[config.mk]
export PLATFORM = sky130hd
export DESIGN_NAME = instr_loader
export DESIGN_NICKNAME = d
export VERILOG_FILES = /design/src/rtl/instr_loader.sv
export SDC_FILE = /design/constraint.sdc
export NUM_CORES = 1
export LEC_CHECK = 0
export ABC_AREA = 1
export CAP_MARGIN = 25
export CORE_MARGIN = 3
export CORE_UTILIZATION = 40
export CTS_BUF_LIST = sky130_fd_sc_hd__clkbuf_4 sky130_fd_sc_hd__clkbuf_8
export DETAILED_ROUTE_END_ITERATION = 8
export GPL_TIMING_DRIVEN = 0
export PLACE_DENSITY_LB_ADDON = 0.1
export SLEW_MARGIN = 10
export SYNTH_ARGS = -nofsm -noshare
export SYNTH_HDL_FRONTEND = slang
export SYNTH_SLANG_ARGS = --single-unit
[constraint.sdc]
create_clock -name clk -period 1.25 [get_ports clk]
set_input_delay 0.25 -clock clk [delete_from_list [all_inputs] [get_ports clk]]
set_output_delay 0.25 -clock clk [all_outputs]
set_load 0.1 [all_outputs]
[src/rtl/instr_loader.sv]
// instr_loader: valid/ready fill stage that streams words into sequential instruction-buffer slots.
// Optional LOADER_PARITY_EN adds even-parity checking of each accepted word (in_parity/parity_err).
module instr_loader #(
  parameter int Instr_word_size = 32,
  parameter int bs = 16
) (
  input  logic                       clk,
  input  logic                       rst,
  input  logic                       load_req,
  input  logic                       in_valid,
  input  logic [Instr_word_size-1:0] in_data,
`ifdef LOADER_PARITY_EN
  input  logic                       in_parity,
  output logic                       parity_err,
`endif
  output logic                       in_ready,
  output logic [$clog2(bs)-1:0]      buffer_index,
  output logic [Instr_word_size-1:0] Instr_in,
  output logic                       load_done,
  output logic [$clog2(bs):0]        word_count,
  output logic                       full_flag
);
  localparam int AW = $clog2(bs);
  localparam logic [AW-1:0] LAST = AW'(bs - 1);
  typedef enum logic [1:0] {IDLE, LOAD, DONE} state_t;
  state_t state_q, state_d;
  logic [AW-1:0] wr_ptr_q, wr_ptr_d, buffer_index_q, buffer_index_d;
  logic [Instr_word_size-1:0] instr_q, instr_d;
  logic [AW:0] word_count_q, word_count_d;
  logic full_q, full_d, in_ready_q, in_ready_d, load_done_q, load_done_d;
  logic acc, start, last, bad, perr_q, perr_d;
  assign acc   = in_valid && in_ready_q;
  assign start = load_req && state_q != LOAD;
  assign last  = wr_ptr_q == LAST;
`ifdef LOADER_PARITY_EN
  assign bad        = (^in_data) != in_parity;
  assign parity_err = perr_q;
`else
  assign bad = 1'b0;
`endif
  always_ff @(posedge clk) begin
    if (rst) begin
      state_q        <= IDLE;
      wr_ptr_q       <= '0;
      buffer_index_q <= '0;
      instr_q        <= '0;
      word_count_q   <= '0;
      full_q         <= 1'b0;
      in_ready_q     <= 1'b0;
      load_done_q    <= 1'b0;
      perr_q         <= 1'b0;
    end else begin
      state_q        <= state_d;
      wr_ptr_q       <= wr_ptr_d;
      buffer_index_q <= buffer_index_d;
      instr_q        <= instr_d;
      word_count_q   <= word_count_d;
      full_q         <= full_d;
      in_ready_q     <= in_ready_d;
      load_done_q    <= load_done_d;
      perr_q         <= perr_d;
    end
  end
  always_comb begin
    state_d = state_q;
    if (state_q == LOAD)
      state_d = (acc && (in_data == '0 || last || bad)) ? DONE : LOAD;
    else if (load_req)
      state_d = LOAD;
  end
  // Handshake flags are registered from the next state so they line up with state_q.
  always_comb begin
    in_ready_d     = state_d == LOAD;
    load_done_d    = state_d == DONE;
    wr_ptr_d       = start ? '0 : (acc && !last) ? wr_ptr_q + AW'(1) : wr_ptr_q;
    word_count_d   = start ? '0 : acc ? word_count_q + (AW+1)'(1) : word_count_q;
    full_d         = start ? 1'b0 : (acc && last) ? 1'b1 : full_q;
    perr_d         = start ? 1'b0 : (acc && bad) ? 1'b1 : perr_q;
    buffer_index_d = acc ? wr_ptr_q : buffer_index_q;
    instr_d        = acc ? in_data : instr_q;
  end
  assign in_ready     = in_ready_q;
  assign load_done    = load_done_q;
  assign buffer_index = buffer_index_q;
  assign Instr_in     = instr_q;
  assign word_count   = word_count_q;
  assign full_flag    = full_q;
endmodule
# Yosys cells after proc, flatten, opt, wreduce, memory -nomap -nowiden

Cells that the tools add are included.

Bitwise logic cells: 0
Shift operators: 0
Equal/unequal tests: 5
Magnitude comparators: 0
Multiplexer cells: 3
$mul: 0
Divide/modulo/power cells: 0
Reductions and logical operators: 9
$add $sub $neg: 2

Operators by type and width:

| cell                                                | number |
|---|---|
| logical NOT 32 bit                                  | 1 |
| two-way mux 2 bit                                   | 3 |
| adder 5 x 1 -> 5 bit, second input constant         | 1 |
| logical AND 1 bit                                   | 5 |
| adder 4 x 1 -> 4 bit, second input constant         | 1 |
| equality test 2 x 1 -> 1 bit, second input constant | 2 |
| equality test 4 bit, second input constant          | 1 |
| equality test 2 bit, second input constant          | 1 |
| != test 2 x 1 -> 1 bit, second input constant       | 1 |
| OR reduction 2 bit                                  | 1 |
| logical NOT 1 bit                                   | 1 |
| logical OR 1 bit                                    | 1 |

Bits in writable memories: 0
Logic and storage cells: 27
Bits in read-only memories: 0
Register bits after elaboration: 50
Memories kept: 0
Latch bits: 0
Input bits: 36

# Logic depth before layout (Yosys ltp)

Gate-level depths: netlist of the first run.

Depth in word-level cells: 6
Depth in mapped cells: 9

# Worst setup path after synthesis of the first run

OpenSTA, ideal clock, no wires.

Kind: reg-to-reg
Start point: register word_count_q[0] (netlist: word_count[0])
End point: register word_count_q[4] (netlist: word_count[4])
Data required time: 1.183 ns
Stages on the path, launching flop included: 7
Path slack: -0.669 ns
Arrival: 1.852 ns
Clock period less this slack: 1.919 ns
Library setup time: 0.067 ns
Path through: dfxtp_1 ha_1 inv_1 nor3_1 nand2_1 xor2_1 nor2_1

Word-level cells in the longest chain between the ends: 1

RTL lines:

| element                  | line | text |
|---|---|---|
| start: declaration       | 29   | `logic [AW:0] word_count_q, word_count_d;` |
| start signal: assignment | 57   | `word_count_q <= word_count_d;` |
| adder 5 x 1 -> 5 bit     | 76   | `word_count_d = start ? '0 : acc ? word_count_q + (AW+1)'(1) : word_count_q;` |

No other way between the ends.
A chain may end at the register's enable or synchronous reset.

# Worst setup path after layout of the first run

Start point: register word_count_q[1] (netlist: word_count[1])
End point: output word_count[1]

RTL lines:

| element          | line | text |
|---|---|---|
| end: declaration | 20   | `output logic [$clog2(bs):0] word_count,` |

No word-level cell between the ends.

==> metrics.md, run 1 <==
| Metric | Value |
|---|---|
| Fin util | 66.33% |
| Final antenna-violating net count | 0 |
| Vias in the first global route | 1,653 |
| Post-Layout Inst Area | 2988 um2 |
| Worst Path Max Fanout | 4 |
| CTS Buf Count | 5 |
| Post-DP Area | 2843 um2 |
| Initial antenna violation count | 0 |
| Setup tns final | 0 ns |
| Congestion Overflow GR | 0 |
| Max-slew violations | 0 |
| Switching Share | 35.97% |
| FMAX | 821.6 MHz |
| Inst Count DP | 387 |
| Flop pwr share | 46.8% |
| Htree depth | 2 |
| Top FF cell, synth | dfxtp_1 |
| P_int | 0.002351 W |
| Max VDD drop | 621.1 uV |
| Leading post-synthesis cells by cell area | dfxtp_1, nor2_1, o21ai_1 |
| Vias per inst | 4.680 |
| Most common cell in the netlist | nor2_1 |
| Max stage delay on crit path | 0.38 ns |
| Critical path depth | 1 |
| Gpl congestion | 0.7465 |
| Clock Skew | 0.009413 ns |
| Arr. time, crit path | 0.97 ns |
| Antenna cell count | 0 |
| List of most frequent post-synthesis cells | nor2_1, dfxtp_1, nand2_1 |
| Slowest CP cell | dfxtp_4 |
| # fillers | 420 |
| Largest net degree at the start of global routing | 15 |
| Worst-Margin Slew | 0.3960 ns |
| Synth Cell Area | 1941 um2 |
| Syn Area/Cell | 7.581 um2 |
| WS Path Type | flop to output pin |
| Final WL | 4937 um |
| NetSw | 0.001321 W |
| Core footprint | 4504 um2 |
| Hold Crit Start | in_data[22] |
| Cells after synthesis | 256 |
| EDFF count, synth | 0 |
| Power share of the combinational group | 28.5% |
| Worst-path clk slew | 0.09 ns |
| Net Count, Synth | 294 |
| Register-to-Register Path Depth | 9 |
| Hold Path Stages | 3 |
| WP data required | 1.00 ns |
| Clk network pwr share | 24.7% |
| RSZ-0062 raised after global routing | true |
| Share of the synthesized area in the top cell type | 51.58% |
| FF-to-FF Start | wr_ptr_q[1] |
| DRT Pass-1 Iters | 4 |
| Final Hold Fails | 0 |
| Worst Setup End Kind | output pin |
| Net count, final | 385 |
| Hold crit path type | primary input to flop |
| Die height | 75.65 um |
| DP HPWL | 3567 um |
| Worst skew pair latency | 0.30 ns |
| Layout Cells excl Fill | 400 |
| Yosys reg bits | 50 |
| Tmin final | 1.217 ns |
| CTS tree | built |
| Cts hold-fix bufs | 0 |
| Leak pwr | 1.551 nW |
| IO Pins | 80 |
| Crit-path cells | buf_4 |
| Outcome | complete, no violations |
| CTS root buf | clkbuf_8 |
| Seq/Total Area, Yosys | 51.58% |
| DR WL/cell | 12.34 um |
| Row cnt | 24 |
| Global-route wire length before repair | 7741 um |
| Asr flop ratio synth | 0% |
| Synth cell types | 24 |
| Final period util | 97.37% |
| Initial Utilization | 43.08% |
| Crit-path leading delay family | flip-flops |
| Iteration-0 DRC count of the detailed router | 82 |
| Critical R2R Capture | wr_ptr_q[3] |
| CTS Buffer Depth | 2 |
| Residual DRC count | 0 |
| FF-to-FF setup slack | 0.04 ns |
| Share of post-route cells with drive strength above 1 | 27.30% |
| Max-cap violations | 0 |
| GRT Total Usage | 17.73% |
| Synth warn | 0 |
| CTS Sinks | 50 |
| # setup viols final | 0 |
| Hold endpoint | Instr_in[22] |
| Slew margin rel. | 73.60% |
| Hold Worst Slack | 0.2276 ns |
| Syn-to-layout area delta | 53.97% |
| Die area | 5723 um2 |
| Die width | 75.65 um |
| Worst path bufs/invs | 1 |
| Synth area leader | dfxtp_1 |
| Critical Path Start Type | flop |
| Via count | 1,872 |
| Input/output buffers | 79 |
| Power per cell area | 1229 nW/um2 |
==> layer usage <==
metal,GRT usage (%),wire (um)
met5,0,0
met4,4.078,43
met3,4.617,283
met2,29.63,2360
met1,22.99,2250
==> worst max path at each step <==
| stage | startpoint | end |
|---|---|---|
| after floorplan | word_count[0] | word_count[4] |
| after global placement | word_count[0] | word_count[0] |
| after detailed placement | word_count[0] | word_count[0] |
| after CTS | rst | wr_ptr_q[1] |
| after global routing | wr_ptr_q[1] | wr_ptr_q[3] |
| final | word_count[1] | word_count[1] |
==> stage by stage <==
stage	power [W]	worst slack, ns
5_1_grt	0.003835	-0.05741
4_1_cts	0.003716	-0.04008
3_5_place_dp	0.002826	-0.4900
3_3_place_gp	0.002819	-0.4891
6_report	0.003672	0.03287
2_1_floorplan	0.002502	-0.06197
==> cell usage in the layout, fill, tap and decap left out, types with 2 or more instances in the layout <==
| cell | Yosys | routed |
|---|---|---|
| inv_2 | 5 | 5 |
| nor2_1 | 95 | 95 |
| buf_2 | 6 | 6 |
| clkbuf_2 | 0 | 2 |
| xor2_1 | 3 | 3 |
| o21ai_2 | 2 | 2 |
| nand2_2 | 1 | 2 |
| ha_4 | 0 | 2 |
| nand2_4 | 1 | 3 |
| dfxtp_1 | 50 | 39 |
| buf_6 | 0 | 3 |
| o21ai_1 | 22 | 22 |
| dfxtp_4 | 0 | 4 |
| a211oi_1 | 4 | 4 |
| nand3_1 | 2 | 2 |
| dfxtp_2 | 0 | 7 |
| inv_1 | 8 | 8 |
| nand2_1 | 23 | 20 |
| buf_4 | 2 | 48 |
| clkdlybuf4s50_1 | 0 | 2 |
| dlymetal6s2s_1 | 0 | 33 |
| clkbuf_8 | 0 | 5 |
| a21oi_1 | 6 | 6 |
| o21ai_0 | 14 | 14 |
==> power by group through the flow <==
stage	Combinational [W]	Sequential (W)	Clock, W
floorplan	0.000197	0.00230	0
global route	0.00111	0.00173	0.00100
CTS	0.00106	0.00172	0.000941
detailed placement	0.00107	0.00175	0
finish	0.00105	0.00172	0.000908
global placement	0.00107	0.00175	0
==> state kept, by name, summed over array words and instances (netlist names) <==
signal / cells
Instr_in: 32
word_count: 5
buffer_index: 4
wr_ptr_q: 4
state_q: 2
full_flag: 1
in_ready: 1
load_done: 1
==> what timing repair did <==
action | 4_1_cts | 5_1_grt
cloned | 0 | 0
gates resized for setup | 271 | 41
pin swaps | 1 | 29
buffers inserted | 3 | 2
endpoints found under the setup margin | 59 | 37
==> area by class of cell <==
| cell class | instances | area [um2] | share of cell area [%] |
|---|---|---|---|
| Buffer | 11 | 62.56 | 2.094 |
| Clock buffer | 6 | 76.32 | 2.554 |
| Clock inverter | 2 | 8.758 | 0.2931 |
| Inverter | 13 | 48.80 | 1.633 |
| Multi-Input combinational cell | 182 | 893.4 | 29.90 |
| Sequential cell | 50 | 1025 | 34.30 |
| Tap cell | 52 | 65.06 | 2.178 |
| Timing Repair Buffer | 84 | 808.3 | 27.05 |
==> cell families (layout without fill, tap and decap cells) <==
logic type	count (synthesis)	after routing	synth area share [%]
compound gates	48	48	13.28
flops	50	50	51.58
fa+ha+maj	2	2	1.289
xor+xnor	4	4	1.806
buf+inv	24	116	5.416
simple gates	128	128	26.63
No activity file was read; power rests on OpenSTA's default activity.
==> run 2: changes to the inputs <==
- PLACE_DENSITY: not set -> 0.78
- PLACE_DENSITY_LB_ADDON: 0.1 -> not set
==> metrics.md, run 2 (same netlist as run 1, synthesis figures left out) <==
| Metric | Value |
|---|---|
| Outcome | finished, violations left |
| Failing checks | setup timing |
| Final period util | 101.1% |
| Crit-path cells | ha_4 -> nand2_4 -> nor2_4 -> inv_2 -> buf_4 -> o21ai_2 -> nand2_2 -> nand2_1 -> nor2_1 |
| Hold crit path type | primary input to flop |
| Final Hold Fails | 0 |
| P_int | 0.002413 W |
| Worst setup margin | -0.01365 ns |
| GRT Total Usage | 17.02% |
| Footprint of the multi-input gates | 897.1 um2 |
| FF-to-FF setup slack | -0.01 ns |
| Vias in the first global route | 1,721 |
| Global-route wire length before repair | 7403 um |
| Power per cell area | 1250 nW/um2 |
| Tmin final | 1.264 ns |
| Die height | 75.65 um |
| Slowest CP cell | dfxtp_2 |
| Worst-path clk slew | 0.09 ns |
| Hold Worst Slack | 0.2270 ns |
| Setup tns final | -0.01824 ns |
| CTS Sinks | 50 |
| # setup viols final | 2 |
| Vias per inst | 4.815 |
| RSZ-0062 raised after global routing | true |
| DR WL/cell | 12.60 um |
| Via count | 1,926 |
| Fin util | 66.28% |
| Share of post-route cells with drive strength above 1 | 28.74% |
| Slew margin rel. | 80.94% |
| Commonest non-fill, non-tap cell in the layout | nor2_1 |
| IO Pins | 80 |
| WP data required | 1.44 ns |
| Switching Share | 35.36% |
| Max-slew violations | 0 |
| Most frequent cells in the layout | nor2_1, buf_4, dfxtp_1 |
| Worst Path Max Fanout | 4 |
| Residual DRC count | 0 |
| Max stage delay on crit path | 0.36 ns |
| CTS Buf Count | 5 |
| Critical Path Start Type | flop |
| Initial antenna violation count | 0 |
| Core footprint | 4504 um2 |
| Layout Cells excl Fill | 400 |
| Htree depth | 2 |
| FMAX | 791.4 MHz |
| Gpl congestion | 0.7732 |
| DP HPWL | 3610 um |
| DRT Pass-1 Iters | 4 |
| WS Path Type | flop to flop |
| CTS Buffer Depth | 2 |
| NetSw | 0.001320 W |
| Input/output buffers | 79 |
| Iteration-0 DRC count of the detailed router | 62 |
| Max-cap violations | 0 |
| Die width | 75.65 um |
| CTS root buf | clkbuf_8 |
| Die area | 5723 um2 |
| Antenna cell count | 0 |
| Worst Setup End Kind | flop |
| Largest net degree at the start of global routing | 15 |
| Cts hold-fix bufs | 0 |
| Net count, final | 386 |
| Max reg flops | 32 |
| Leak pwr | 1.469 nW |
| Final antenna-violating net count | 0 |
| Post-Layout Inst Area | 2985 um2 |
| Worst-Margin Slew | 0.2883 ns |
| Final WL | 5039 um |
| Storage cell area | 1025 um2 |
| Syn-to-layout area delta | 53.84% |
| Arr. time, crit path | 1.45 ns |
| Congestion Overflow GR | 0 |
| Row cnt | 24 |
| Clock Skew | 0.004602 ns |
| Flop pwr share | 45.9% |
| Max VDD drop | 551.0 uV |
| # fillers | 398 |
| CTS tree | built |
| Power share of the combinational group | 28.3% |
| Worst skew pair latency | 0.30 ns |
| Initial Utilization | 43.08% |
| Inst Count DP | 387 |
| Post-DP Area | 2843 um2 |
| Clk network pwr share | 25.8% |
run 2: cell types whose count changed in the layout (fill, tap and decap cells not counted), sizes merged:
cell / previous run / this run
clkinv: 2 / 0
dlymetal6s2s: 33 / 22
clkdlybuf4s50: 2 / 13
clkbuf: 9 / 12
buf: 57 / 56
run 2: critical path: cells and delay by family, from the launching register on:
| family | cells | cell delay [ns] |
|---|---|---|
| buffers and inverters | 2 | 0.19 |
| AO/OA/AOI/OAI | 1 | 0.05 |
| flip-flops | 1 | 0.36 |
| AND/OR/NAND/NOR | 5 | 0.39 |
| adder cells (fa/ha/maj) | 1 | 0.16 |
run 2: layer usage:
| layer | global-route usage [%] | vias to the layer above | wire [um] |
|---|---|---|---|
| li1 | - | 998 | - |
| met1 | 20.90 | 853 | 2260 |
| met2 | 28.48 | 68 | 2330 |
| met3 | 4.749 | 7 | 388 |
| met4 | 6.214 | 0 | 59 |
| met5 | 0 | - | 0 |
run 2: path summary, 6_finish.rpt:
path | cells after the start | endpoint | start
setup / recovery | 9 | state_q[0] | wr_ptr_q[1]
hold reg to reg | 2 | Instr_in[24] | Instr_in[24]
setup reg to reg | 9 | state_q[0] | wr_ptr_q[1]
hold / removal | 3 | Instr_in[26] | in_data[26]
run 2: timing repair:
item                                    in CTS  in global routing
gates resized for setup                    272                 35
buffers inserted                             3                  3
endpoints found under the setup margin      60                 18
pin swaps                                    1                 23
run 2: power by group through the flow:
stage / Clock [W] / Sequential, W / Combinational, W
after floorplan: 0 / 0.00230 / 0.000197
after global placement: 0 / 0.00175 / 0.00107
after detailed placement: 0 / 0.00175 / 0.00107
after CTS: 0.000986 / 0.00171 / 0.00106
after global routing: 0.00104 / 0.00172 / 0.00111
final: 0.000962 / 0.00171 / 0.00106
run 2: cell type report:
class	instances	area share (%)
plain buffers	11	2.305
clock buffers	7	3.018
inverters	13	1.718
multi-input cells	182	30.05
flip-flops and latches	50	34.33
well taps	52	2.179
repair buffers	85	26.40
run 2: metrics by stage:
step | setup WS [ns] | total power [W]
after floorplan | -0.06197 | 0.002502
after global placement | -0.4960 | 0.002817
after detailed placement | -0.5006 | 0.002825
after CTS | 0.004377 | 0.003762
after global routing | -0.08986 | 0.003880
final | -0.01365 | 0.003733
==> run 3: changes to the inputs <==
- PLACE_DENSITY: 0.78 -> 0.89
- SKIP_CTS_REPAIR_TIMING: not set -> 1
==> metrics.md, run 3 (same netlist as run 1, synthesis figures left out) <==
| Metric | Value |
|---|---|
| Most frequent cells in the layout | nor2_1, dfxtp_1, dlymetal6s2s_1 |
| Crit-path leading delay family | flip-flops |
| Global-route wire length before repair | 7721 um |
| Via count | 1,966 |
| Row cnt | 24 |
| NetSw | 0.001345 W |
| RSZ-0062 raised after global routing | true |
| Power share of the combinational group | 27.5% |
| Die width | 75.65 um |
| FMAX | 782.5 MHz |
| Clock Skew | 0.007384 ns |
| Worst setup margin | -0.02793 ns |
| Worst path bufs/invs | 2 |
| CTS Buffer Depth | 2 |
| Max reg flops | 32 |
| # setup viols final | 1 |
| Share of post-route cells with drive strength above 1 | 28.53% |
| CTS tree | built |
| Hold Crit Start | in_data[26] |
| Max stage delay on crit path | 0.38 ns |
| Outcome | finished, violations left |
| CTS Buf Count | 5 |
| Register-to-Register Path Depth | 9 |
| Fin util | 67.14% |
| Power per cell area | 1271 nW/um2 |
| # fillers | 400 |
| Vias in the first global route | 1,770 |
| DP HPWL | 3898 um |
| Largest net degree at the start of global routing | 15 |
| Max-slew violations | 0 |
| Arr. time, crit path | 1.47 ns |
| Final period util | 102.2% |
| Commonest non-fill, non-tap cell in the layout | nor2_1 |
| Core footprint | 4504 um2 |
| Crit-path cells | ha_4 -> nand2_4 -> nor2_4 -> inv_2 -> nand2_4 -> inv_2 -> nand4_2 -> xor2_1 -> nor2_1 |
| GRT Total Usage | 17.61% |
| Worst Path Max Fanout | 4 |
| DRT Pass-1 Iters | 5 |
| Flop pwr share | 44.6% |
| WS Path Type | flop to flop |
| Die area | 5723 um2 |
| Max VDD drop | 792.2 uV |
| CTS root buf | clkbuf_8 |
| WP data required | 1.44 ns |
| Final Hold Fails | 0 |
| Vias per inst | 4.927 |
| Critical Path Start Type | flop |
| Clk network pwr share | 27.9% |
| IO Pins | 80 |
| Critical R2R Capture | wr_ptr_q[3] |
| Power Total | 0.003845 W |
| Leak pwr | 1.545 nW |
| Initial Utilization | 43.08% |
| Residual DRC count | 0 |
| CTS Sinks | 50 |
| Antenna cell count | 0 |
| Worst-Margin Slew | 0.3963 ns |
| Syn-to-layout area delta | 55.83% |
| Worst Setup EP | wr_ptr_q[3] |
| Critical path depth | 9 |
| Net count, final | 384 |
| Final antenna-violating net count | 0 |
| Worst Setup End Kind | flop |
| Slew margin rel. | 73.58% |
| Tmin final | 1.278 ns |
| Worst-path clk slew | 0.09 ns |
| FF-to-FF Start | wr_ptr_q[0] |
| Max-cap violations | 0 |
| Final WL | 5331 um |
| Failing checks | setup timing |
| FF-to-FF setup slack | -0.03 ns |
| Iteration-0 DRC count of the detailed router | 80 |
| Setup crit start | wr_ptr_q[0] |
| Congestion Overflow GR | 0 |
| Gpl congestion | 0.7500 |
| Input/output buffers | 79 |
| Htree depth | 2 |
| Worst skew pair latency | 0.30 ns |
| Initial antenna violation count | 0 |
| Die height | 75.65 um |
| DR WL/cell | 13.36 um |
| Switching Share | 34.97% |
| Slowest CP cell | dfxtp_4 |
| Hold crit path type | primary input to flop |
| P_int | 0.002500 W |
## run 3: changes by cell type in the layout (fill, tap and decap cells not counted), moves of 2 or more
cell / change
clkdlybuf4s50_1: -10
buf_4: -26
dfxtp_2: -2
dlymetal6s2s_1: +10
clkbuf_4: +25
clkbuf_8: +2
dfxtp_4: +2
## run 3: worst min path at each step
stage | endpoint | slack [ns] | cells after the start
finish | Instr_in[26] | 0.23 | 3
global route | Instr_in[19] | 0.25 | 3
CTS | full_flag | 0.49 | 2
detailed placement | full_flag | 0.46 | 2
global placement | Instr_in[24] | 0.46 | 2
floorplan | in_ready | 0.31 | 1
## run 3: per-stage QoR
stage               setup TNS (ns)  instances  cell area, um2  worst slack [ns]  hold slack [ns]
CTS                         -35.41        395            2953           -0.8377           0.4861
floorplan                 -0.06197        256            1987          -0.06197           0.3127
global route               -0.3811        399            3024           -0.1214           0.2525
finish                    -0.02793        399            3024          -0.02793           0.2294
detailed placement          -34.11        387            2843           -0.5072           0.4639
global placement            -31.96        387            2843           -0.4995           0.4623
## run 3: layer usage
layer / track usage [%] / wire, um / vias to the layer above
met3: 4.090 / 312 / 2
met2: 31.93 / 2822 / 57
met5: 0 / 0 / -
met1: 20.80 / 2168 / 907
met4: 4.660 / 27 / 0
li1: - / - / 1000
## run 3: cell type report
type                       instances  area, um2  area share (%)
buffer                            11      70.07           2.317
tap                               52      65.06           2.151
sequential                        50       1030           34.05
timing repair buffer              83      794.5           26.27
clock buffer                       8      110.1           3.641
inverter                          13      53.80           1.779
multi-input combinational        182      900.9           29.79
## run 3: power by group through the flow
| stage | Clock, W | Combinational (W) | Sequential, W |
|---|---|---|---|
| 2_1_floorplan | 0 | 0.000197 | 0.00230 |
| 3_3_place_gp | 0 | 0.00107 | 0.00175 |
| 3_5_place_dp | 0 | 0.00108 | 0.00175 |
| 4_1_cts | 0.00108 | 0.00108 | 0.00172 |
| 5_1_grt | 0.00114 | 0.00111 | 0.00172 |
| 6_report | 0.00107 | 0.00106 | 0.00171 |
## run 3: tightest hold or removal path: stages
cell            delay (ns)
dlymetal6s2s_1        0.10
o21ai_1               0.07
nor2_1                0.07
